### src/rtl/gj_elim_sequencer_pkg.sv
// Shared types and helpers for the Gauss-Jordan sequencer: FSM state encoding,
// row-operation codes and index-width helpers.
package gj_pkg;

    typedef enum logic [3:0] {
        ST_IDLE,
        ST_LOAD,
        ST_LDRAIN,
        ST_PIVOT,
        ST_FWD,
        ST_BACK,
        ST_NORM,
        ST_STORE,
        ST_DONE
    } gj_state_e;

    localparam logic [1:0] OP_ELIM = 2'd0;
    localparam logic [1:0] OP_NORM = 2'd1;

    localparam int GJ_N_DEFAULT = 5;

    // Row index width; kept at least 1 bit so a degenerate order still elaborates.
    function automatic int row_w(input int n);
        return (n > 1) ? $clog2(n) : 1;
    endfunction

    // Column index width for the 2N-wide augmented matrix.
    function automatic int col_w(input int n);
        return (n > 0) ? $clog2(2 * n) : 1;
    endfunction

endpackage

### src/rtl/gj_elim_sequencer_if.sv
// Host/RAM/datapath signal bundle of the Gauss-Jordan sequencer.
// master = the sequencer, slave = the host/datapath side.
interface gj_elim_sequencer_if
    import gj_pkg::*;
#(
    parameter int N  = GJ_N_DEFAULT,
    parameter int AW = 6
);
    localparam int RW = row_w(N);
    localparam int CW = col_w(N);

    logic          start;
    logic          busy;
    logic          done;
    logic          singular;
    logic [AW-1:0] mem_addr;
    logic          mem_re;
    logic          mem_we;
    logic          ld_valid;
    logic [RW-1:0] el_row;
    logic [CW-1:0] el_col;
    logic          op_valid;
    logic          op_ready;
    logic [1:0]    op_kind;
    logic [RW-1:0] op_pivot;
    logic [RW-1:0] op_target;
    logic          piv_zero;

    modport master (
        input  start, op_ready, piv_zero,
        output busy, done, singular, mem_addr, mem_re, mem_we, ld_valid,
               el_row, el_col, op_valid, op_kind, op_pivot, op_target
    );

    modport slave (
        output start, op_ready, piv_zero,
        input  busy, done, singular, mem_addr, mem_re, mem_we, ld_valid,
               el_row, el_col, op_valid, op_kind, op_pivot, op_target
    );

endinterface

### src/rtl/gj_elim_sequencer_idx_counter.sv
// Row-major element walker: row/column indices plus a RAM address that
// advance together. Shared by the load and store phases.
module gj_idx_counter #(
    parameter int ROWS = 5,
    parameter int COLS = 10,
    parameter int AW   = 6,
    parameter int RW   = 3,
    parameter int CW   = 4
) (
    input  logic          clk,
    input  logic          rst,
    input  logic          load,
    input  logic [AW-1:0] load_addr,
    input  logic          en,
    output logic [RW-1:0] row,
    output logic [CW-1:0] col,
    output logic [AW-1:0] addr,
    output logic          last
);

    // Restart at element [0][0] on load, otherwise step one element per enable.
    always_ff @(posedge clk or posedge rst) begin
        if (rst) begin
            row  <= '0;
            col  <= '0;
            addr <= '0;
        end else if (load) begin
            row  <= '0;
            col  <= '0;
            addr <= load_addr;
        end else if (en) begin
            addr <= addr + 1'b1;
            if (col == CW'(COLS - 1)) begin
                col <= '0;
                row <= (row == RW'(ROWS - 1)) ? '0 : row + 1'b1;
            end else begin
                col <= col + 1'b1;
            end
        end
    end

    // Flags the final element so the FSM can leave the phase on this cycle.
    assign last = (row == RW'(ROWS - 1)) && (col == CW'(COLS - 1));

endmodule

### src/rtl/gj_elim_sequencer.sv
// Gauss-Jordan inverse control sequencer: loads the N x 2N augmented matrix,
// checks pivots, issues forward/back elimination and normalisation row ops,
// then stores the result. No arithmetic happens here.
module gj_elim_sequencer
    import gj_pkg::*;
#(
    parameter int N       = GJ_N_DEFAULT,
    parameter int AW      = 6,
    parameter int LD_BASE = 1,
    parameter int ST_BASE = 0
) (
    input  logic                  clk,
    input  logic                  rst,
    gj_elim_sequencer_if.master   bus
);

    localparam int RW   = row_w(N);
    localparam int CW   = col_w(N);
    localparam int COLS = 2 * N;

    // The address counter must never wrap inside a job.
    generate
        if (N < 2 || (2 ** AW) < LD_BASE + N * COLS || (2 ** AW) < ST_BASE + N * COLS) begin : g_bad_params
            $error("gj_elim_sequencer: illegal N/AW/LD_BASE/ST_BASE combination");
        end
    endgenerate

    gj_state_e     state_q, state_d;
    logic [RW-1:0] p_q, p_d;
    logic [RW-1:0] t_q, t_d;
    logic          sing_q;
    logic          sing_set, sing_clr;

    logic          cnt_load, cnt_en, cnt_last;
    logic [AW-1:0] cnt_load_addr, cnt_addr;
    logic [RW-1:0] cnt_row;
    logic [CW-1:0] cnt_col;

    logic          ld_valid_q;
    logic [RW-1:0] ld_row_q;
    logic [CW-1:0] ld_col_q;

    logic          mem_re, mem_we, op_valid;
    logic [AW-1:0] mem_addr;
    logic [1:0]    op_kind;
    logic [RW-1:0] op_pivot, op_target;

    gj_idx_counter #(
        .ROWS (N),
        .COLS (COLS),
        .AW   (AW),
        .RW   (RW),
        .CW   (CW)
    ) u_idx (
        .clk       (clk),
        .rst       (rst),
        .load      (cnt_load),
        .load_addr (cnt_load_addr),
        .en        (cnt_en),
        .row       (cnt_row),
        .col       (cnt_col),
        .addr      (cnt_addr),
        .last      (cnt_last)
    );

    // State, op-schedule counters and the sticky singular flag.
    always_ff @(posedge clk or posedge rst) begin
        if (rst) begin
            state_q <= ST_IDLE;
            p_q     <= '0;
            t_q     <= '0;
            sing_q  <= 1'b0;
        end else begin
            state_q <= state_d;
            p_q     <= p_d;
            t_q     <= t_d;
            if (sing_clr)
                sing_q <= 1'b0;
            else if (sing_set)
                sing_q <= 1'b1;
        end
    end

    // Load capture strobe and element index trail the RAM read by one cycle.
    always_ff @(posedge clk or posedge rst) begin
        if (rst) begin
            ld_valid_q <= 1'b0;
            ld_row_q   <= '0;
            ld_col_q   <= '0;
        end else begin
            ld_valid_q <= mem_re;
            ld_row_q   <= cnt_row;
            ld_col_q   <= cnt_col;
        end
    end

    // Next-state, op schedule and RAM/op outputs.
    always_comb begin
        state_d       = state_q;
        p_d           = p_q;
        t_d           = t_q;
        sing_set      = 1'b0;
        sing_clr      = 1'b0;
        cnt_load      = 1'b0;
        cnt_load_addr = '0;
        cnt_en        = 1'b0;
        mem_re        = 1'b0;
        mem_we        = 1'b0;
        mem_addr      = '0;
        op_valid      = 1'b0;
        op_kind       = OP_ELIM;
        op_pivot      = '0;
        op_target     = '0;

        case (state_q)
            ST_IDLE: begin
                if (bus.start) begin
                    sing_clr      = 1'b1;
                    cnt_load      = 1'b1;
                    cnt_load_addr = AW'(LD_BASE);
                    state_d       = ST_LOAD;
                end
            end
            ST_LOAD: begin
                mem_re   = 1'b1;
                mem_addr = cnt_addr;
                cnt_en   = 1'b1;
                if (cnt_last)
                    state_d = ST_LDRAIN;
            end
            ST_LDRAIN: begin
                p_d     = '0;
                state_d = ST_PIVOT;
            end
            ST_PIVOT: begin
                op_pivot = p_q;
                if (bus.piv_zero) begin
                    sing_set = 1'b1;
                    state_d  = ST_DONE;
                end else if (p_q == RW'(N - 1)) begin
                    t_d     = p_q - 1'b1;
                    state_d = ST_BACK;
                end else begin
                    t_d     = p_q + 1'b1;
                    state_d = ST_FWD;
                end
            end
            ST_FWD: begin
                op_valid  = 1'b1;
                op_pivot  = p_q;
                op_target = t_q;
                if (bus.op_ready) begin
                    if (t_q == RW'(N - 1)) begin
                        p_d     = p_q + 1'b1;
                        state_d = ST_PIVOT;
                    end else begin
                        t_d = t_q + 1'b1;
                    end
                end
            end
            ST_BACK: begin
                op_valid  = 1'b1;
                op_pivot  = p_q;
                op_target = t_q;
                if (bus.op_ready) begin
                    if (t_q == '0) begin
                        if (p_q == RW'(1)) begin
                            t_d     = '0;
                            state_d = ST_NORM;
                        end else begin
                            p_d = p_q - 1'b1;
                            t_d = p_d - 1'b1;
                        end
                    end else begin
                        t_d = t_q - 1'b1;
                    end
                end
            end
            ST_NORM: begin
                op_valid  = 1'b1;
                op_kind   = OP_NORM;
                op_pivot  = t_q;
                op_target = t_q;
                if (bus.op_ready) begin
                    if (t_q == RW'(N - 1)) begin
                        cnt_load      = 1'b1;
                        cnt_load_addr = AW'(ST_BASE);
                        state_d       = ST_STORE;
                    end else begin
                        t_d = t_q + 1'b1;
                    end
                end
            end
            ST_STORE: begin
                mem_we   = 1'b1;
                mem_addr = cnt_addr;
                cnt_en   = 1'b1;
                if (cnt_last)
                    state_d = ST_DONE;
            end
            ST_DONE: begin
                state_d = ST_IDLE;
            end
            default: begin
                state_d = ST_IDLE;
            end
        endcase
    end

    assign bus.busy      = (state_q != ST_IDLE);
    assign bus.done      = (state_q == ST_DONE);
    assign bus.singular  = sing_q;
    assign bus.mem_addr  = mem_addr;
    assign bus.mem_re    = mem_re;
    assign bus.mem_we    = mem_we;
    assign bus.ld_valid  = ld_valid_q;
    assign bus.el_row    = mem_we ? cnt_row : (ld_valid_q ? ld_row_q : '0);
    assign bus.el_col    = mem_we ? cnt_col : (ld_valid_q ? ld_col_q : '0);
    assign bus.op_valid  = op_valid;
    assign bus.op_kind   = op_kind;
    assign bus.op_pivot  = op_pivot;
    assign bus.op_target = op_target;

endmodule

### src/flat_wrapper.sv
// flat-port wrapper written by rule: the top's interface ports become plain ports
module gj_elim_sequencer_flat import gj_pkg::*;
#(
    parameter int N       = GJ_N_DEFAULT,
    parameter int AW      = 6,
    parameter int LD_BASE = 1,
    parameter int ST_BASE = 0
)
  (clk, rst, bus_start, bus_op_ready, bus_piv_zero, bus_busy, bus_done, bus_singular, bus_mem_addr, bus_mem_re, bus_mem_we, bus_ld_valid, bus_el_row, bus_el_col, bus_op_valid, bus_op_kind, bus_op_pivot, bus_op_target);
  gj_elim_sequencer_if #(.N(N), .AW(AW)) bus_i ();
  input  logic clk;
  input  logic rst;
  input wire logic [$bits(bus_i.start)-1:0] bus_start;
  input wire logic [$bits(bus_i.op_ready)-1:0] bus_op_ready;
  input wire logic [$bits(bus_i.piv_zero)-1:0] bus_piv_zero;
  output wire logic [$bits(bus_i.busy)-1:0] bus_busy;
  output wire logic [$bits(bus_i.done)-1:0] bus_done;
  output wire logic [$bits(bus_i.singular)-1:0] bus_singular;
  output wire logic [$bits(bus_i.mem_addr)-1:0] bus_mem_addr;
  output wire logic [$bits(bus_i.mem_re)-1:0] bus_mem_re;
  output wire logic [$bits(bus_i.mem_we)-1:0] bus_mem_we;
  output wire logic [$bits(bus_i.ld_valid)-1:0] bus_ld_valid;
  output wire logic [$bits(bus_i.el_row)-1:0] bus_el_row;
  output wire logic [$bits(bus_i.el_col)-1:0] bus_el_col;
  output wire logic [$bits(bus_i.op_valid)-1:0] bus_op_valid;
  output wire logic [$bits(bus_i.op_kind)-1:0] bus_op_kind;
  output wire logic [$bits(bus_i.op_pivot)-1:0] bus_op_pivot;
  output wire logic [$bits(bus_i.op_target)-1:0] bus_op_target;
  assign bus_i.start = bus_start;
  assign bus_i.op_ready = bus_op_ready;
  assign bus_i.piv_zero = bus_piv_zero;
  assign bus_busy = bus_i.busy;
  assign bus_done = bus_i.done;
  assign bus_singular = bus_i.singular;
  assign bus_mem_addr = bus_i.mem_addr;
  assign bus_mem_re = bus_i.mem_re;
  assign bus_mem_we = bus_i.mem_we;
  assign bus_ld_valid = bus_i.ld_valid;
  assign bus_el_row = bus_i.el_row;
  assign bus_el_col = bus_i.el_col;
  assign bus_op_valid = bus_i.op_valid;
  assign bus_op_kind = bus_i.op_kind;
  assign bus_op_pivot = bus_i.op_pivot;
  assign bus_op_target = bus_i.op_target;
  gj_elim_sequencer #(.N(N), .AW(AW), .LD_BASE(LD_BASE), .ST_BASE(ST_BASE)) u_core (.clk(clk), .rst(rst), .bus(bus_i));
endmodule
### config.mk
export PLATFORM = sky130hd
export DESIGN_NAME = gj_elim_sequencer_flat
export DESIGN_NICKNAME = d
export VERILOG_FILES = /design/src/rtl/gj_elim_sequencer_pkg.sv /design/src/rtl/gj_elim_sequencer_if.sv /design/src/rtl/gj_elim_sequencer_idx_counter.sv /design/src/rtl/gj_elim_sequencer.sv /design/src/flat_wrapper.sv
export SDC_FILE = /design/constraint.sdc
export NUM_CORES = 1
export LEC_CHECK = 0
export ABC_AREA = 1
export CAP_MARGIN = 20
export CORE_UTILIZATION = 50
export CTS_BUF_LIST = sky130_fd_sc_hd__clkbuf_16
export DETAILED_ROUTE_END_ITERATION = 8
export GPL_ROUTABILITY_DRIVEN = 0
export HOLD_SLACK_MARGIN = 0.05
export PLACE_DENSITY = 0.76
export SLEW_MARGIN = 20
export SYNTH_ARGS = -nofsm -noshare
export SYNTH_HDL_FRONTEND = slang
export SYNTH_SLANG_ARGS = --single-unit
export TNS_END_PERCENT = 5
### constraint.sdc
create_clock -name clk -period 1.7 [get_ports clk]
set_input_delay 0.34 -clock clk [delete_from_list [all_inputs] [get_ports clk]]
set_output_delay 0.34 -clock clk [all_outputs]
set_load 0.01 [all_outputs]
After elaboration in Yosys (flattened, before gate mapping)
Index checks and enable logic that the tools add are counted.
{ "classes": {"n_mux": 59, "reduce_logical": 17, "add_sub_neg": 8, "magnitude_cmp": 0, "n_eq_ne": 27, "bitwise_logic": 0, "n_mul": 0, "n_div": 0, "shift": 0} }
{ "ops": {"columns": ["operator", "n"], "rows": [
  ["$mux W4", 16],
  ["$mux W3", 19],
  ["$pmux W4 S8", 1],
  ["$mux W6", 4],
  ["$pmux W3 S3", 2],
  ["$eq A4 B3 Y1 const B", 4],
  ["$mux W1", 15],
  ["$ne A2 B1 Y1 const B", 7],
  ["$ne A2 B2 Y1 const B", 7],
  ["$reduce_and A10 Y1", 1],
  ["$add A3 B1 Y3 const B", 3],
  ["$eq A3 B3 Y1 const B", 3],
  ["$sub A3 B1 Y3 const B", 3],
  ["$eq A4 B2 Y1 const B", 2],
  ["$eq A4 B4 Y1 const B", 2],
  ["$add A6 B1 Y6 const B", 1],
  ["$pmux W3 S2", 1],
  ["$reduce_and A6 Y1", 1],
  ["$reduce_bool A2 Y1", 3],
  ["$reduce_bool A3 Y1", 2],
  ["$reduce_or A3 Y1", 2],
  ["$reduce_and A5 Y1", 1],
  ["$add A4 B1 Y4 const B", 1],
  ["$eq A4 B1 Y1 const B", 1],
  ["8 further kinds", 9]
]} }
{ "totals": {"latchBits": 0, "regBits": 32, "elab_cells": 121, "ram_bits": 0, "input_bits": 5, "mem_bits_ro": 0, "memories": 0} }

Logic depth before layout (Yosys ltp)
Gate-level depths: netlist of the first run.
{ "logic_depth": {"word_depth": 6, "mapped_depth": 11, "mapped_depth_nobuf": 11} }

Cells and area by module
Synthesis of the first run repeated with hierarchy kept, for this count alone.
{ "unflattened": {"cells_unflattened": 337, "hier_area_um2": 2337.2} }
{ "modules_own_cells": {"columns": ["mod", "cells_each", "n_inst", "area_per_inst_um2"], "rows": [
  ["gj_elim_sequencer", 236, 1, 1564.0],
  ["gj_idx_counter", 101, 1, 773.2]
]} }

Least setup slack after synthesis of the first run
Ideal clock, no wire load.
{ "synth_path": {"path_kind": "reg-to-reg", "from": "register u_core.t_q[0]", "to": "register u_core.state_q[2]", "t_arrival_ns": 1.406, "t_required_ns": 1.583, "path_slack_ns": 0.177, "path_stages_with_launch": 12, "period_less_slack_ns": 1.523, "setup_ns": 0.117, "cell_sequence": "dfrtp_1 inv_1 ha_1 nand2_1 inv_1 nand2_1 nand2_1 nand3_1 nor2_1 nand2_1 nand2_1 nand2_1"} }
{ "synth_between": {"elab_chain_len": 3} }
{ "synth_rtl": {"columns": ["item", "line", "text"], "rows": [
  ["start, declared", "gj_elim_sequencer.sv:30", "logic [RW-1:0] t_q, t_d;"],
  ["start signal, assigned", "gj_elim_sequencer.sv:76", "t_q <= t_d;"],
  ["$eq A3 B3 Y1 / $logic_not A3 Y1 (equally long branches)", "gj_elim_sequencer.sv:153, gj_elim_sequencer.sv:185, gj_elim_sequencer.sv:166", null],
  ["$ne A2 B1 Y1 (no line)", null, null],
  ["$reduce_and A10 Y1 (no line) (*)", null, null],
  ["end signal, assigned", "gj_elim_sequencer.sv:74", "state_q <= state_d;"],
  ["end, declared", "gj_elim_sequencer.sv:28", "gj_state_e state_q, state_d;"]
]} }
Mark *: on every way between the ends. The rest lies on a longest branch, timed or not.
A chain may end at the register's enable or synchronous reset.

Worst setup path in the final report of the first run
{ "layout_path": {"from": "register u_core.state_q[3]", "to": "output bus_op_pivot[2]"} }
{ "layout_between": {"elab_chain_len": 3} }
{ "layout_rtl": {"columns": ["item", "line", "text"], "rows": [
  ["$eq A4 B2 Y1 / $eq A4 B3 Y1 (equally long branches)", "gj_elim_sequencer.sv:115", "case (state_q)"],
  ["$reduce_or A3 Y1 (no line)", null, null],
  ["$pmux W3 S2 (*)", "gj_elim_sequencer.sv:115", null],
  ["end, declared", "flat_wrapper.sv:27", "output wire logic [$bits(bus_i.op_pivot)-1:0] bus_op_pivot;"]
]} }
Marked as above.

==> results of run 1 <==
## layer usage
layer	up-vias	track usage	share of wire
met3	13	0.05236	0.052
met1	1040	0.3249	0.43
met4	0	0.08511	0.016
met5	-	0	0
li1	1094	-	-
met2	79	0.4963	0.51
## final cells by class
class                   instances  area, um^2  share of cell area
well taps                      50       62.56             0.02053
repair buffers                 75       565.5              0.1856
flip-flops and latches         32       804.5              0.2641
clock buffers                   5       125.1             0.04107
multi-input cells             216        1277              0.4193
inverters                      43       173.9             0.05708
clock inverters                 3       37.54             0.01232
## sequential cells by signal, summed over array words and instances (netlist names), 3 cells and up
name / count
u_core.u_idx.row: 3
u_core.p_q: 3
u_core.ld_col_q: 4
u_core.state_q: 4
u_core.u_idx.addr: 6
u_core.t_q: 3
u_core.u_idx.col: 4
u_core.ld_row_q: 3
## through the flow
step / power, uW / std cells / hold slack (ns) / setup WS (ns)
floorplan: 3076 / 294 / 0.3775 / 0.1771
global placement: 4212 / 409 / 0.3940 / -0.1972
detailed placement: 4278 / 409 / 0.4081 / -0.2666
CTS: 5368 / 421 / 0.4216 / -0.1849
global route: 6062 / 424 / 0.4363 / -0.1778
finish: 5630 / 424 / 0.4247 / -0.1092
## final timing paths
path	end	slack [ns]	depth (start not counted)
min reg2reg	u_core.ld_row_q[1]	0.42	0
min in group asynchronous	u_core.t_q[2]	0.45	3
min	u_core.ld_row_q[1]	0.42	0
max in group asynchronous	u_core.state_q[2]	0.92	3
max reg2reg	u_core.u_idx.addr[4]	-0.07	12
max	bus_op_pivot[2]	-0.11	6
## what timing repair did
action,CTS,global route
setup buffers,4,3
endpoints found under the setup margin,30,43
pin swaps,3,7
resized for setup,107,40
gates cloned,0,0
## report_power, final
group / internal, uW / switching, uW
combinational: 1410 / 1880
sequential: 1060 / 290
clock: 680 / 311
total: 3150 / 2480
## synthesized netlist by cell type (all sizes together)
library cell and instances:
nand2 80, inv 43, nor2 35, dfrtp 32, nand3 31, o21ai 27, ha 13, a21oi 9
o22ai 4, xor2 4, buf 3, nand4 3, nor3 2, o211ai 2, xnor2 2, conb 1
nand3b 1, o31ai 1, or2 1
## cell families (layout without fill, tap and decap cells)
group / Yosys count / after routing / share of synthesized area
xor+xnor: 6 / 6 / 0.02431
flops: 32 / 32 / 0.3704
simple gates: 153 / 153 / 0.3333
compound gates: 43 / 43 / 0.1088
fa+ha+maj: 13 / 13 / 0.07523
buf+inv: 46 / 126 / 0.08623
other cells: 1 / 1 / 0.001734
## cell usage in the layout (no fill, tap or decap), types with 3 or more instances in the layout
| master | count |
|---|---|
| nand2_1 | 69 |
| buf_4 | 41 |
| inv_1 | 34 |
| nand3_1 | 31 |
| dfrtp_1 | 29 |
| nor2_1 | 20 |
| buf_2 | 17 |
| o21ai_0 | 13 |
| ha_1 | 12 |
| o21ai_1 | 9 |
| nor2_4 | 8 |
| a21oi_1 | 8 |
| inv_2 | 7 |
| nor2_2 | 6 |
| nand2_4 | 6 |
| buf_6 | 6 |
| nand2_2 | 5 |
| o21ai_2 | 5 |
| clkbuf_16 | 5 |
| clkdlybuf4s50_1 | 5 |
| xor2_1 | 4 |
| nand4_1 | 3 |
| dfrtp_2 | 3 |
## critical path, cell delays in order (launching register included)
cell and delay (ns):
dfrtp_1 0.42, buf_4 0.17, nor2_4 0.11, buf_6 0.11, nand2_4 0.06, o22ai_2 0.17
buf_2 0.16
==> impl_results.md, run 1 <==
- Status: complete, but fails checks
- Failing checks: negative setup slack
- Setup violations, final: 31
- Sum Neg Setup Slack: -1.774 ns
- Die Ht: between 60 and 70 um
- Root Driver: clkbuf_16
- Final Cell Area: slightly above 0.003 mm^2
- Clock buffer depth: 2
- Hold Crit Start: u_core.u_idx.row[1]
- Clock Pin Slew Worst Setup and Hold Paths: 0.05 ns
- Placed Area: around 0.0028 mm^2
- Sequential area share after synthesis: 0.3704
- Detailed-route via count: 2226
- Fmax: 0.5527 GHz
- Nets: 391
- Post-Syn Instances: 294
- Largest cells by area after synthesis: dfrtp_1 (37%), nand2_1 (13%), ha_1 (7.5%)
- Row count: 23
- Clock latency on the worst-skew pair: 0.27 ns
- Clk sink count: 32
- Crit path DAT: 1.47 ns
- Core area: 0.004086 mm^2
- GRT Util Overall: 0.2753
- Yosys cell types: 28
- Post-Syn Area: 0.002162 mm^2
- Static leakage power: 0.001621 uW
- Post-CTS Hold Buffers: 0
- Final worst slack: -0.1092 ns
- Starting Density: 0.5291
- Skew final: 0.006017 ns
- Worst Hold Class: reg2reg
- Die area: around 0.0046 mm^2
- CP Launch Point: u_core.state_q[3]
- Pre-antenna DRT Iters: 5
- Number of global-route vias before repair: ~2100
- Tcrit/Tclk final: 1.064
- Fin crit period: 1.809 ns
- Number of diodes: 0
- Drt initial violations: 158
- Yosys reg bits: 32
- CP Class: reg2out
- Setup crit start kind: register
- RSZ-0062 raised after global routing: true
- Final Max Tran Viols: 0
- CP Max Fanout: 5
- Routed WL per cell: 13.81 um
- Max-cap violations: 0
- Post-Route WL: 5857 um
- Worst flop-to-flop path startpoint: u_core.state_q[2]
- Post-DP HPWL: 4029 um
- Utilization of the core after routing: 0.7456
- Drc violations: 0
- YS warnings: 0
- Critical Path RT: 1.36 ns
- Synthesized area per cell: 7.354 um^2
- Layout area overhead: 40.91%
- Port buffer count: 31
- # IOs: 33
- First-pass GRT wire length: 9211 um
- Hold Violations, Final: 0
- Synth area leader: dfrtp_1
- Htree depth: 2
- Inserted Clock Buffers: 5
- Initial antenna violation count: 0
- Drt via density: 5.250
- Gr ovfl total: 0
- VDD IR-drop max: 1.340 mV
- TritonCTS clock tree: built
- Largest net degree at the start of global routing: 33
- Fraction of layout cells with a size suffix above 1: 0.3289
- Post-route antenna net violation count: 0
- PwrDens: 1848 mW/mm^2
- Die Wd: slightly below 70 um
- FILL cells: 309
- Synthesized Nets: 312
- Post-synth top area share: 0.3704
- CP endpoint kind: output port
Power figures use the tool's default switching activity.
==> run 2: changes to the inputs <==
Settings changed: CORE_UTILIZATION 50 to 49, GPL_TIMING_DRIVEN set to 0, PLACE_DENSITY 0.76 to 0.77, SKIP_LAST_GASP set to 1.
Clock period 1.7 ns to 1.55 ns, I/O delays scaled along.
==> impl_results.md, run 2 (synthesis results as in run 1) <==
- Root Driver: clkbuf_16
- RSZ-0062 raised after global routing: true
- Top reg by flops: u_core.u_idx.addr
- TritonCTS clock tree: built
- Routed WL per cell: roughly 13 um
- Hold Violations, Final: 0
- Total Power: 5652 uW
- Nets: 364
- Detailed-route via count: 2099
- Slowest CP cell: dfrtp_2
- Most common cell after layout, fill and taps aside: nand2_1
- Max-cap violations: 0
- Top delay family on crit path: buffers and inverters
- Crit path DAT: 1.48 ns
- Number of diodes: 0
- Gr ovfl total: 0
- CP endpoint kind: output port
- Die Wd: 68.43 um
- CP bufs+invs: 4
- Pre-antenna DRT Iters: 4
- Htree depth: 2
- Tcrit/Tclk final: 1.153
- Starting Density: 0.5254
- Placed Area: 0.002535 mm^2
- Post-Route WL: roughly 5200 um
- Measured slew at the worst slew-check pin: 0.6546 ns
- Static leakage power: 0.001490 uW
- Drt initial violations: 134
- First-pass GRT wire length: 8190 um
- Critical Path RT: 1.24 ns
- Die area: 0.004682 mm^2
- Final Max Tran Viols: 0
- Drt via density: 5.287
- Fin crit period: 1.787 ns
- Fraction of layout cells with a size suffix above 1: 0.2305
- Clock buffer depth: 2
- Post-route antenna net violation count: 0
- Row count: 23
- Die Ht: between 60 and 70 um
- Inserted Clock Buffers: 5
- Setup crit start kind: register
- CP Max Fanout: 7
- Clock Pin Slew Worst Setup and Hold Paths: 0.05 ns
- CP Class: reg2out
- Skew final: 0.005942 ns
- Worst Hold Class: reg2reg
- VDD IR-drop max: 0.9785 mV
- Max FFs per register: 6
- Post-CTS Hold Buffers: 0
- Setup violations, final: 49
- Post-DP HPWL: between 3000 and 4000 um
- Core area: between 0.004 and 0.005 mm^2
- FILL cells: 333
- Failing checks: negative setup slack
- Final Cell Area: 0.002819 mm^2
- GRT Util Overall: 0.2391
- FF/Latch Area: 804.5 um^2
- Footprint of the multi-input gates: ~0.0012 mm^2
- Largest net degree at the start of global routing: 33
- PwrDens: 2005 mW/mm^2
- Status: complete, but fails checks
- Port buffer count: 31
- Most frequent cells in the layout: nand2_1 (73), inv_1 (35), nand3_1 (30), dfrtp_1 (29), nor2_1 (21)
- Number of global-route vias before repair: 1823
- Layout area overhead: 30.38%
- Drc violations: 0
- Crit path cell chain: inv_2 -> nor2_4 -> buf_4 -> nand2_4 -> inv_1 -> clkdlybuf4s15_2
- Final worst slack: -0.2366 ns
- Initial antenna violation count: 0
- # IOs: 33
- Fmax: 0.5597 GHz
- Clk sink count: 32
- Max_slew headroom: 0.5630
- Slowest stage delay, CP: 0.44 ns
- Clock latency on the worst-skew pair: between 0.2 and 0.3 ns
## run 2: cell count changes in the layout (fill, tap and decap cells not counted), sizes merged
cell | before | now
dlymetal6s2s | 1 | 0
inv | 43 | 44
clkdlybuf4s15 | 3 | 1
clkdlybuf4s50 | 5 | 6
clkinv | 2 | 1
buf | 64 | 33
clkbuf | 7 | 5
dlygate4sd2 | 0 | 8
## run 2: worst register-to-register path: stages (launching register included)
cell     delay (ns)
dfrtp_2        0.45
inv_2          0.09
nand2_4        0.08
buf_4          0.16
nor2_1         0.20
a21oi_1        0.09
nor2_1         0.26
nand2_1        0.14
nand2_1        0.08
o21ai_1        0.06
## run 2: metal layers
| metal | vias up | track usage | wire length, um |
|---|---|---|---|
| met2 | 58 | 0.3603 | 2451 |
| li1 | 1048 | - | - |
| met3 | 7 | 0.03833 | 278 |
| met1 | 986 | 0.3326 | 2428 |
| met5 | - | 0 | 0 |
| met4 | 0 | 0.1094 | 80 |
## run 2: power by group
group | leakage (uW) | internal (uW) | switching [uW]
clock network | 0.0000850 | 748 | 340
registers | 0.000412 | 1160 | 328
logic | 0.000993 | 1180 | 1890
total | 0.00149 | 3090 | 2560
## run 2: path summary, 6_finish.rpt
kind                                     start                    to  slack, ns  cells after the start
max in group asynchronous                  rst     u_core.state_q[2]       0.62                      2
max                          u_core.state_q[2]        bus_op_kind[0]      -0.24                      6
min in group asynchronous                  rst  u_core.u_idx.addr[3]       0.46                      2
min                        u_core.u_idx.row[1]    u_core.ld_row_q[1]       0.42                      0
max reg2reg                  u_core.state_q[3]         u_core.p_q[0]      -0.17                      9
min reg2reg                u_core.u_idx.row[1]    u_core.ld_row_q[1]       0.42                      0
## run 2: final cells by class
class | count | area share
plain buffers | 3 | 0.01065
clock buffers | 5 | 0.04439
clock inverters | 3 | 0.01376
inverters | 43 | 0.06170
multi-input cells | 216 | 0.4412
flip-flops and latches | 32 | 0.2854
well taps | 50 | 0.02219
repair buffers | 45 | 0.1207
## run 2: stage by stage
step / setup slack, ns / utilization / hold WS (ns) / cells / setup TNS (ns)
after global routing: -0.3103 / 0.6850 / 0.4380 / 397 / -12.60
after global placement: -0.5383 / 0.6160 / 0.3930 / 375 / -17.69
after CTS: -0.2379 / 0.6698 / 0.4070 / 393 / -8.288
after detailed placement: -0.5321 / 0.6160 / 0.3939 / 375 / -11.39
after floorplan: 0.02707 / - / 0.3775 / 294 / 0
final: -0.2366 / 0.6850 / 0.4184 / 397 / -7.509
## run 2: what timing repair did
item,4_1_cts,5_1_grt
cloned,1,0
setup buffers,9,4
gates resized for setup,98,12
endpoints found under the setup margin,48,49
pin swaps,4,5
